<file path="src/rtl/add32_serial8.sv">
// Purpose: byte-serial wide adder; one 8-bit ripple add per clock, carry chained through a register.
// Latency: START accepted at edge k -> DONE/SUM/COUT/OVF valid in the cycle after edge k+NBYTES.
// Backpressure: none; START is ignored while BUSY=1 and accepted again in the DONE cycle.
//
// Ports:
//   i_clk, i_rst_n        clock, asynchronous active-low reset
//   i_start               request, sampled only while o_busy=0
//   i_a, i_b, i_cin       operands and carry-in, captured on the accepting edge
//   o_busy                operation in progress
//   o_done                one-cycle result-valid pulse
//   o_sum, o_cout, o_ovf  result, carry out of MSB byte, signed overflow (held until next DONE)

// 4-bit ripple stage.
module adder4 (
    input  logic [3:0] i_a,
    input  logic [3:0] i_b,
    input  logic       i_cin,
    output logic [3:0] o_sum,
    output logic       o_cout
);
    assign {o_cout, o_sum} = {1'b0, i_a} + {1'b0, i_b} + {4'b0000, i_cin};
endmodule

// 8-bit ripple adder: low nibble carry feeds the high nibble.
module adder8 (
    input  logic [7:0] i_a,
    input  logic [7:0] i_b,
    input  logic       i_cin,
    output logic [7:0] o_sum,
    output logic       o_cout
);
    logic w_c4;

    adder4 u_lo (
        .i_a    (i_a[3:0]),
        .i_b    (i_b[3:0]),
        .i_cin  (i_cin),
        .o_sum  (o_sum[3:0]),
        .o_cout (w_c4)
    );

    adder4 u_hi (
        .i_a    (i_a[7:4]),
        .i_b    (i_b[7:4]),
        .i_cin  (w_c4),
        .o_sum  (o_sum[7:4]),
        .o_cout (o_cout)
    );
endmodule

module add32_serial8 #(
    parameter int NBYTES = 4
) (
    input  logic                i_clk,
    input  logic                i_rst_n,
    input  logic                i_start,
    input  logic [8*NBYTES-1:0] i_a,
    input  logic [8*NBYTES-1:0] i_b,
    input  logic                i_cin,
    output logic                o_busy,
    output logic                o_done,
    output logic [8*NBYTES-1:0] o_sum,
    output logic                o_cout,
    output logic                o_ovf
);
    localparam int W  = 8 * NBYTES;
    localparam int IW = $clog2(NBYTES);
    localparam logic [IW-1:0] LAST_IDX = IW'(NBYTES - 1);

    typedef enum logic {
        S_IDLE = 1'b0,
        S_RUN  = 1'b1
    } state_t;

    state_t        r_state;
    logic [IW-1:0] r_idx;
    logic [W-1:0]  r_a;
    logic [W-1:0]  r_b;
    logic          r_carry;
    logic [W-1:0]  r_psum;
    logic [W-1:0]  r_sum;
    logic          r_cout;
    logic          r_ovf;
    logic          r_done;
    logic          r_busy;

    logic [7:0]    w_a_byte;
    logic [7:0]    w_b_byte;
    logic [7:0]    w_add_sum;
    logic          w_add_cout;
    logic [W-1:0]  w_psum_next;

    // Byte mux: only one 8-bit slice feeds the adder per cycle.
    assign w_a_byte = r_a[r_idx*8 +: 8];
    assign w_b_byte = r_b[r_idx*8 +: 8];

    adder8 u_adder8 (
        .i_a    (w_a_byte),
        .i_b    (w_b_byte),
        .i_cin  (r_carry),
        .o_sum  (w_add_sum),
        .o_cout (w_add_cout)
    );

    // Partial sum with this cycle's byte merged in, so the last edge can
    // publish the complete word including the byte being written.
    always_comb begin
        w_psum_next = r_psum;
        w_psum_next[r_idx*8 +: 8] = w_add_sum;
    end

    always_ff @(posedge i_clk or negedge i_rst_n) begin
        if (!i_rst_n) begin
            r_state <= S_IDLE;
            r_idx   <= '0;
            r_a     <= '0;
            r_b     <= '0;
            r_carry <= 1'b0;
            r_psum  <= '0;
            r_sum   <= '0;
            r_cout  <= 1'b0;
            r_ovf   <= 1'b0;
            r_done  <= 1'b0;
            r_busy  <= 1'b0;
        end else begin
            r_done <= 1'b0;
            case (r_state)
                S_IDLE: begin
                    if (i_start) begin
                        r_a     <= i_a;
                        r_b     <= i_b;
                        r_carry <= i_cin;
                        r_idx   <= '0;
                        r_busy  <= 1'b1;
                        r_state <= S_RUN;
                    end
                end
                S_RUN: begin
                    r_psum  <= w_psum_next;
                    r_carry <= w_add_cout;
                    r_idx   <= r_idx + 1'b1;
                    if (r_idx == LAST_IDX) begin
                        r_sum   <= w_psum_next;
                        r_cout  <= w_add_cout;
                        // Signed overflow: like-signed operands, result sign differs.
                        r_ovf   <= (r_a[W-1] == r_b[W-1]) && (w_psum_next[W-1] != r_a[W-1]);
                        r_done  <= 1'b1;
                        r_busy  <= 1'b0;
                        r_idx   <= '0;
                        r_state <= S_IDLE;
                    end
                end
                default: begin
                    r_state <= S_IDLE;
                end
            endcase
        end
    end

    assign o_busy = r_busy;
    assign o_done = r_done;
    assign o_sum  = r_sum;
    assign o_cout = r_cout;
    assign o_ovf  = r_ovf;
endmodule

</file>
<file path="config.mk">
export PLATFORM = sky130hd
export DESIGN_NAME = add32_serial8
export DESIGN_NICKNAME = d
export VERILOG_FILES = /design/src/rtl/add32_serial8.sv
export SDC_FILE = /design/constraint.sdc
export NUM_CORES = 1
export LEC_CHECK = 0
export ABC_AREA = 1
export BUFFER_PORTS_ARGS = -buffer_cell sky130_fd_sc_hd__clkbuf_2
export CORE_MARGIN = 2
export CORE_UTILIZATION = 45
export CTS_CLUSTER_SIZE = 25
export DETAILED_ROUTE_END_ITERATION = 10
export MAX_ROUTING_LAYER = met4
export PLACE_DENSITY = 0.68
export SYNTH_ARGS = -nofsm -noshare
export SYNTH_HDL_FRONTEND = slang
export SYNTH_SLANG_ARGS = --single-unit
</file>
<file path="constraint.sdc">
create_clock -name i_clk -period 10.2 [get_ports i_clk]
set_clock_uncertainty 0.05 [all_clocks]
set_input_delay 2.55 -clock i_clk [delete_from_list [all_inputs] [get_ports i_clk]]
set_output_delay 2.55 -clock i_clk [all_outputs]
set_load 0.005 [all_outputs]
</file>
== After elaboration in Yosys (flattened, before gate mapping) ==
Cells that the tools add are included.

* Bits in registers: 136
* Input port bits: 68
* Output and inout port bits: 36
* Word-level logic and storage cells: 45

* $add $sub $neg: 6
* Equal/unequal tests: 5
* Shift-type cells: 4
* Muxes and demuxes: 14
* Bitwise gates (word level): 1
* Reduce and logical (&&, ||, !) cells: 4

{| class="wikitable"
|+ Operators by type and width
! operator !! count
|-
| $shiftx 32x6->8 || 2
|-
| $neg 5->34 || 1
|-
| $shift 8x34->32 const A || 1
|-
| $shiftx 8x34->32 || 1
|-
| $bwmux 32 || 1
|-
| $add 4x4->5 || 2
|-
| $add 5x1->5 || 2
|-
| $mux 1 || 7
|-
| $pmux 1 s2 || 3
|-
| $reduce_and 2->1 || 3
|-
| $mux 2 || 2
|-
| $pmux 2 s2 || 1
|-
| $add 2x1->2 const B || 1
|-
| $eq 2x2->1 const B || 1
|-
| $ne 2x1->1 const B || 1
|-
| $ne 2x2->1 const B || 1
|-
| $eq 1x1->1 || 1
|-
| $logic_and 1x1->1 || 1
|-
| $ne 1x1->1 || 1
|-
| $not 1->1 || 1
|}

== Logic depth before layout (Yosys ltp) ==
* Depth after elaboration: 8
* Gate-level depth with buffers: 21

== Modules after synthesis ==
Synthesis repeated with hierarchy kept, for this count alone.

* Cell total of the unflattened synthesis: 799
* Area total of the unflattened synthesis: 6437.4 µm²

{| class="wikitable"
|+ By module, submodules not included
! module !! times used !! cells an instance !! area an instance (µm²)
|-
| add32_serial8 || 1 || 753 || 6122.1
|-
| adder4 at u_adder8.u_lo || 1 || 25 || 165.2
|-
| adder4 at u_adder8.u_hi || 1 || 21 || 150.1
|}

== Worst setup path before layout ==
No wires, ideal clock.

* Path type: register to register
* Start point: register r_idx[0]
* End point: register r_psum[14]
* Data arrival time: 3301 ps
* Required time: 10067 ps
* Slack: 6767 ps
* Stages on the path, launching flop included: 19
* Period minus slack after synthesis: 3433 ps
* Cell sequence: dfrtp_1 -> buf_6 -> inv_4 -> clkbuf_1 -> o21ai_0 -> o22ai_1 -> fa_1 -> inv_1 -> fa_1 -> nor2_1 -> a211oi_1 -> fa_1 -> fa_1 -> xor2_1 -> nor2_1 -> nand2_1 -> o22ai_1 -> nand2_1 -> o21ai_0

* Longest elaborated chain between the ends: 6

{| class="wikitable"
|+ Ends and longest elaborated chain
! element !! line !! text
|-
| from (decl) || 76 || <nowiki>logic [IW-1:0] r_idx;</nowiki>
|-
| from (signal assigned) || 141 || <nowiki>r_idx <= r_idx + 1'b1;</nowiki>
|-
| $shiftx 32x6->8 (on tied branches) || 94, 95 ||
|-
| $add 4x4->5 || 21 || <nowiki>assign {o_cout, o_sum} = {1'b0, i_a} + {1'b0, i_b} + {4'b0000, i_cin};</nowiki>
|-
| $add 5x1->5 (2 in series) || 21 ||
|-
| $shiftx 8x34->32 || 109 || <nowiki>w_psum_next[r_idx*8 +: 8] = w_add_sum;</nowiki>
|-
| $bwmux 32 (*) || 109 ||
|-
| to (signal assigned) || 139 || <nowiki>r_psum <= w_psum_next;</nowiki>
|-
| to (decl) || 80 || <nowiki>logic [W-1:0] r_psum;</nowiki>
|}

Mark *: on every way between the ends. The rest lies on a longest branch, timed or not.
A chain may end at the register's enable or synchronous reset.

== Worst setup path after layout ==
* Start point: register r_idx[1]
* End point: register r_psum[14]

Same word-level chain as after synthesis.

==> out/results.tsv <==
stage	metric	value	unit
outcome	status	finished, final reports clean	
finish	nets	958	
sta	period_needed	4070	ps
finish	syn_to_final_growth	17.5	%
place	dpl.hpwl	9.99	mm
cts	clock-sinks	136	
routing	vias	5288	
power_and_ir_drop	powerDensity	367	nW/um^2
sta	rsz0062_at_grt	false	
power_and_ir_drop	p_comb_frac	0.469	
worst_setup_path	crit_required	10490	ps
worst_setup_path	path_max_fanout	25	
cts	postCtsSetupRepairBufs	0	
cts	cts_max_level	4	
job	maxCapViolCount	0	
global_route	grt_first_pass_wirelength	24.6	mm
synth	syn_inst	788	
worst_setup_path	slowest_delay	590	ps
synth	synth_ff_type	dfrtp_1	
cts	cts_tree	yes	
finish	fillerInstances	1355	
worst_setup_path	cp-start-kind	register	
synth	syn_nets	872	
worst_setup_path	worst_setup_path_end_kind	register	
worst_setup_path	crit_slowest_cell	dfrtp_1	
finish	diodes	0	
routing	m1WireLength	6.85	mm
routing	drt_iter0_markers	409	
synth	synth_edf_count	0	
cts	clk_pin_slew	50	ps
routing	routed_wl	15.0	mm
die	initial_core_util	0.461	
place	port-buffer-count	103	
finish	drive_above_1_share	0.163	
place	dp_slack	5790	ps
synth	synth_top_cells_by_area	dfrtp_1 53%, nand2_1 22%, o21ai_0 4.3%, inv_1 2.9%, o22ai_1 2.7%	
global_route	grt_max_degree	74	
synth	async_flop_share	1.00	
sta	fin_setup_tns	0	ps
cts	clk_root_buffer_cell	clkbuf_16	
synth	ys_ff_latch	136	
synth	synth_seq_area_share	0.532	
routing	wl_per_cell	14.1	um
die	die_x	123	um
cts	ctsHoldBuffers	0	
die	die-area	15200	sq um
routing	viasPerCell	4.96	
die	rows	43	
routing	wl_met3	609	um
sta	report.final.slew_viol_count	0	
synth	yosys_warnings	0	
power_and_ir_drop	clockPowerShare	0.211	
synth	syn_area	6390	sq um
power_and_ir_drop	p_sw_frac	0.430	
worst_setup_path	path_class	reg -> reg	
sta	layout_setup_ws	6130	ps
global_route	antenna_found_initial	0	
sta	slew_headroom	0.279	
worst_setup_path	crit_family	adder cells	
routing	antenna_left	0	
routing	maxUsedRoutingLayer	met4	
sta	fmax	246	MHz
global_route	grt_pass1_vias	5048	
power_and_ir_drop	irDropWorstVdd	0.000205	V
die	ioPinCount	104	
die	fp.dieH	123	um
synth	synth.largest_area_cell	dfrtp_1	
routing	firstDrtPassIters	4	
power_and_ir_drop	p_sw	1190	uW
cts	cts_buffers	17	
power_and_ir_drop	seqPwrFrac	0.320	
sta	period_share	0.399	
synth	synth_top_area_frac	0.532	
worst_setup_path	worstPathCellList	inv_1 > buf_4 > o21ai_0 > o22ai_1 > fa_1 > inv_1 > fa_1 > nor2_1 > a211oi_1 > fa_1 > fa_1 > xor2_1 > nor2_1 > nand2_1 > o22ai_1 > nand2_1 > o21ai_0	
cts	max-clock-path-buffers	2	
global_route	grt-ovfl-total	0	
sta	finalHoldViolations	0	
finish	final_cell_mix	379 x nand2_1, 136 x dfrtp_1, 102 x clkbuf_2	
die	core	13900	sq um
finish	final_common_cell	nand2_1	
routing	drcViolationCount	0	
power_and_ir_drop	leakage	0.00401	uW
synth	synth.avg_cell_area	8.11	sq um
finish	multiInputGateArea	2570	sq um
finish	regArea	3400	sq um
synth	yosysUniqueCellTypes	32	
global_route	grt_use_total	0.219	
worst_setup_path	cp.arrival	4360	ps
routing	wl_met2	7.39	mm
sta	finalSetupViolations	0	
place	gp_congestion	0.786	
worst_setup_path	path_common_cell	fa_1	
worst_setup_path	critPathBufInv	3	
cts	cts_resized	0	
cts	clock_latency	420	ps
sta	worst_slew_pin_slew	1080	ps
power_and_ir_drop	p_int	1570	uW
hold_path	hp-class	reg -> reg	
kinds of logic after synthesis:
logic type               count (synthesis)  synth area share
AND/OR/NAND/NOR                        430             0.262
flip-flops                             136             0.532
XOR/XNOR                                 3           0.00528
adder cells (fa/ha/maj)                 16            0.0360
buffers and inverters                   95            0.0663
AO/OA/AOI/OAI                          108            0.0980
cell type report:
cell class	count	area share
clock buffer	28	0.0648
tap	180	0.0300
timing repair buffer	107	0.0735
clock inverter	3	0.00866
sequential	136	0.453
multi-input combinational	557	0.342
inverter	55	0.0285
power by group through the flow:
stage                     clock (uW)  sequential, uW  combinational (uW)
after floorplan                    0             865                 938
after global placement             0             883                1270
after detailed placement           0             889                1300
after CTS                        593             883                1300
after global routing             615             907                1470
final                            582             883                1290
per-layer routing:
layer	vias up	GRT usage
li1	2656	-
met1	2501	0.284
met2	115	0.340
met3	16	0.0470
met4	0	0.0817
met5	-	-
cells in the mapped netlist (4+ instances only):
master and n:
buf_4 5, nand4_1 4, o21ai_2 4, dfrtp_1 136, buf_2 15, a21oi_1 9, nand3_1 11, clkbuf_1 14
fa_1 4, o21ai_0 55, nor2_1 31, inv_1 50, a32oi_1 4, nand2_1 379, o22ai_1 28, ha_1 12
sequential cells by signal, summed over array words and instances (netlist names):
| register | cells |
|---|---|
| o_ovf | 1 |
| o_done | 1 |
| r_carry | 1 |
| r_psum | 32 |
| o_busy | 1 |
| r_b | 32 |
| r_state | 1 |
| o_cout | 1 |
| r_a | 32 |
| o_sum | 32 |
| r_idx | 2 |
tightest hold or removal path, delay by kind of cell (launching register included):
kind / cells / cell delay (ps)
flops: 1 / 330
simple gates: 2 / 100
path summary, 6_finish.rpt:
kind	depth (start not counted)	start	to	slack [ps]
worst min register to register	2	o_sum[24]	o_sum[24]	430
min in group asynchronous	1	i_rst_n	o_sum[22]	2100
worst max register to register	17	r_idx[1]	r_psum[14]	6130
max in group asynchronous	2	i_rst_n	r_b[22]	6720
worst max-delay path	17	r_idx[1]	r_psum[14]	6130
worst min-delay path	2	o_sum[24]	o_sum[24]	430
per-stage QoR:
| step | area [sq um] | total power, uW | instances | hold slack, ps | util |
|---|---|---|---|---|---|
| floorplan | 6390 | 1800 | 788 | 394 | - |
| global placement | 6960 | 2160 | 1035 | 408 | 0.501 |
| detailed placement | 6960 | 2190 | 1035 | 410 | 0.501 |
| CTS | 7510 | 2780 | 1066 | 426 | 0.541 |
| global route | 7510 | 3000 | 1066 | 435 | 0.541 |
| finish | 7510 | 2760 | 1066 | 425 | 0.541 |
Power figures use the tool's default switching activity.
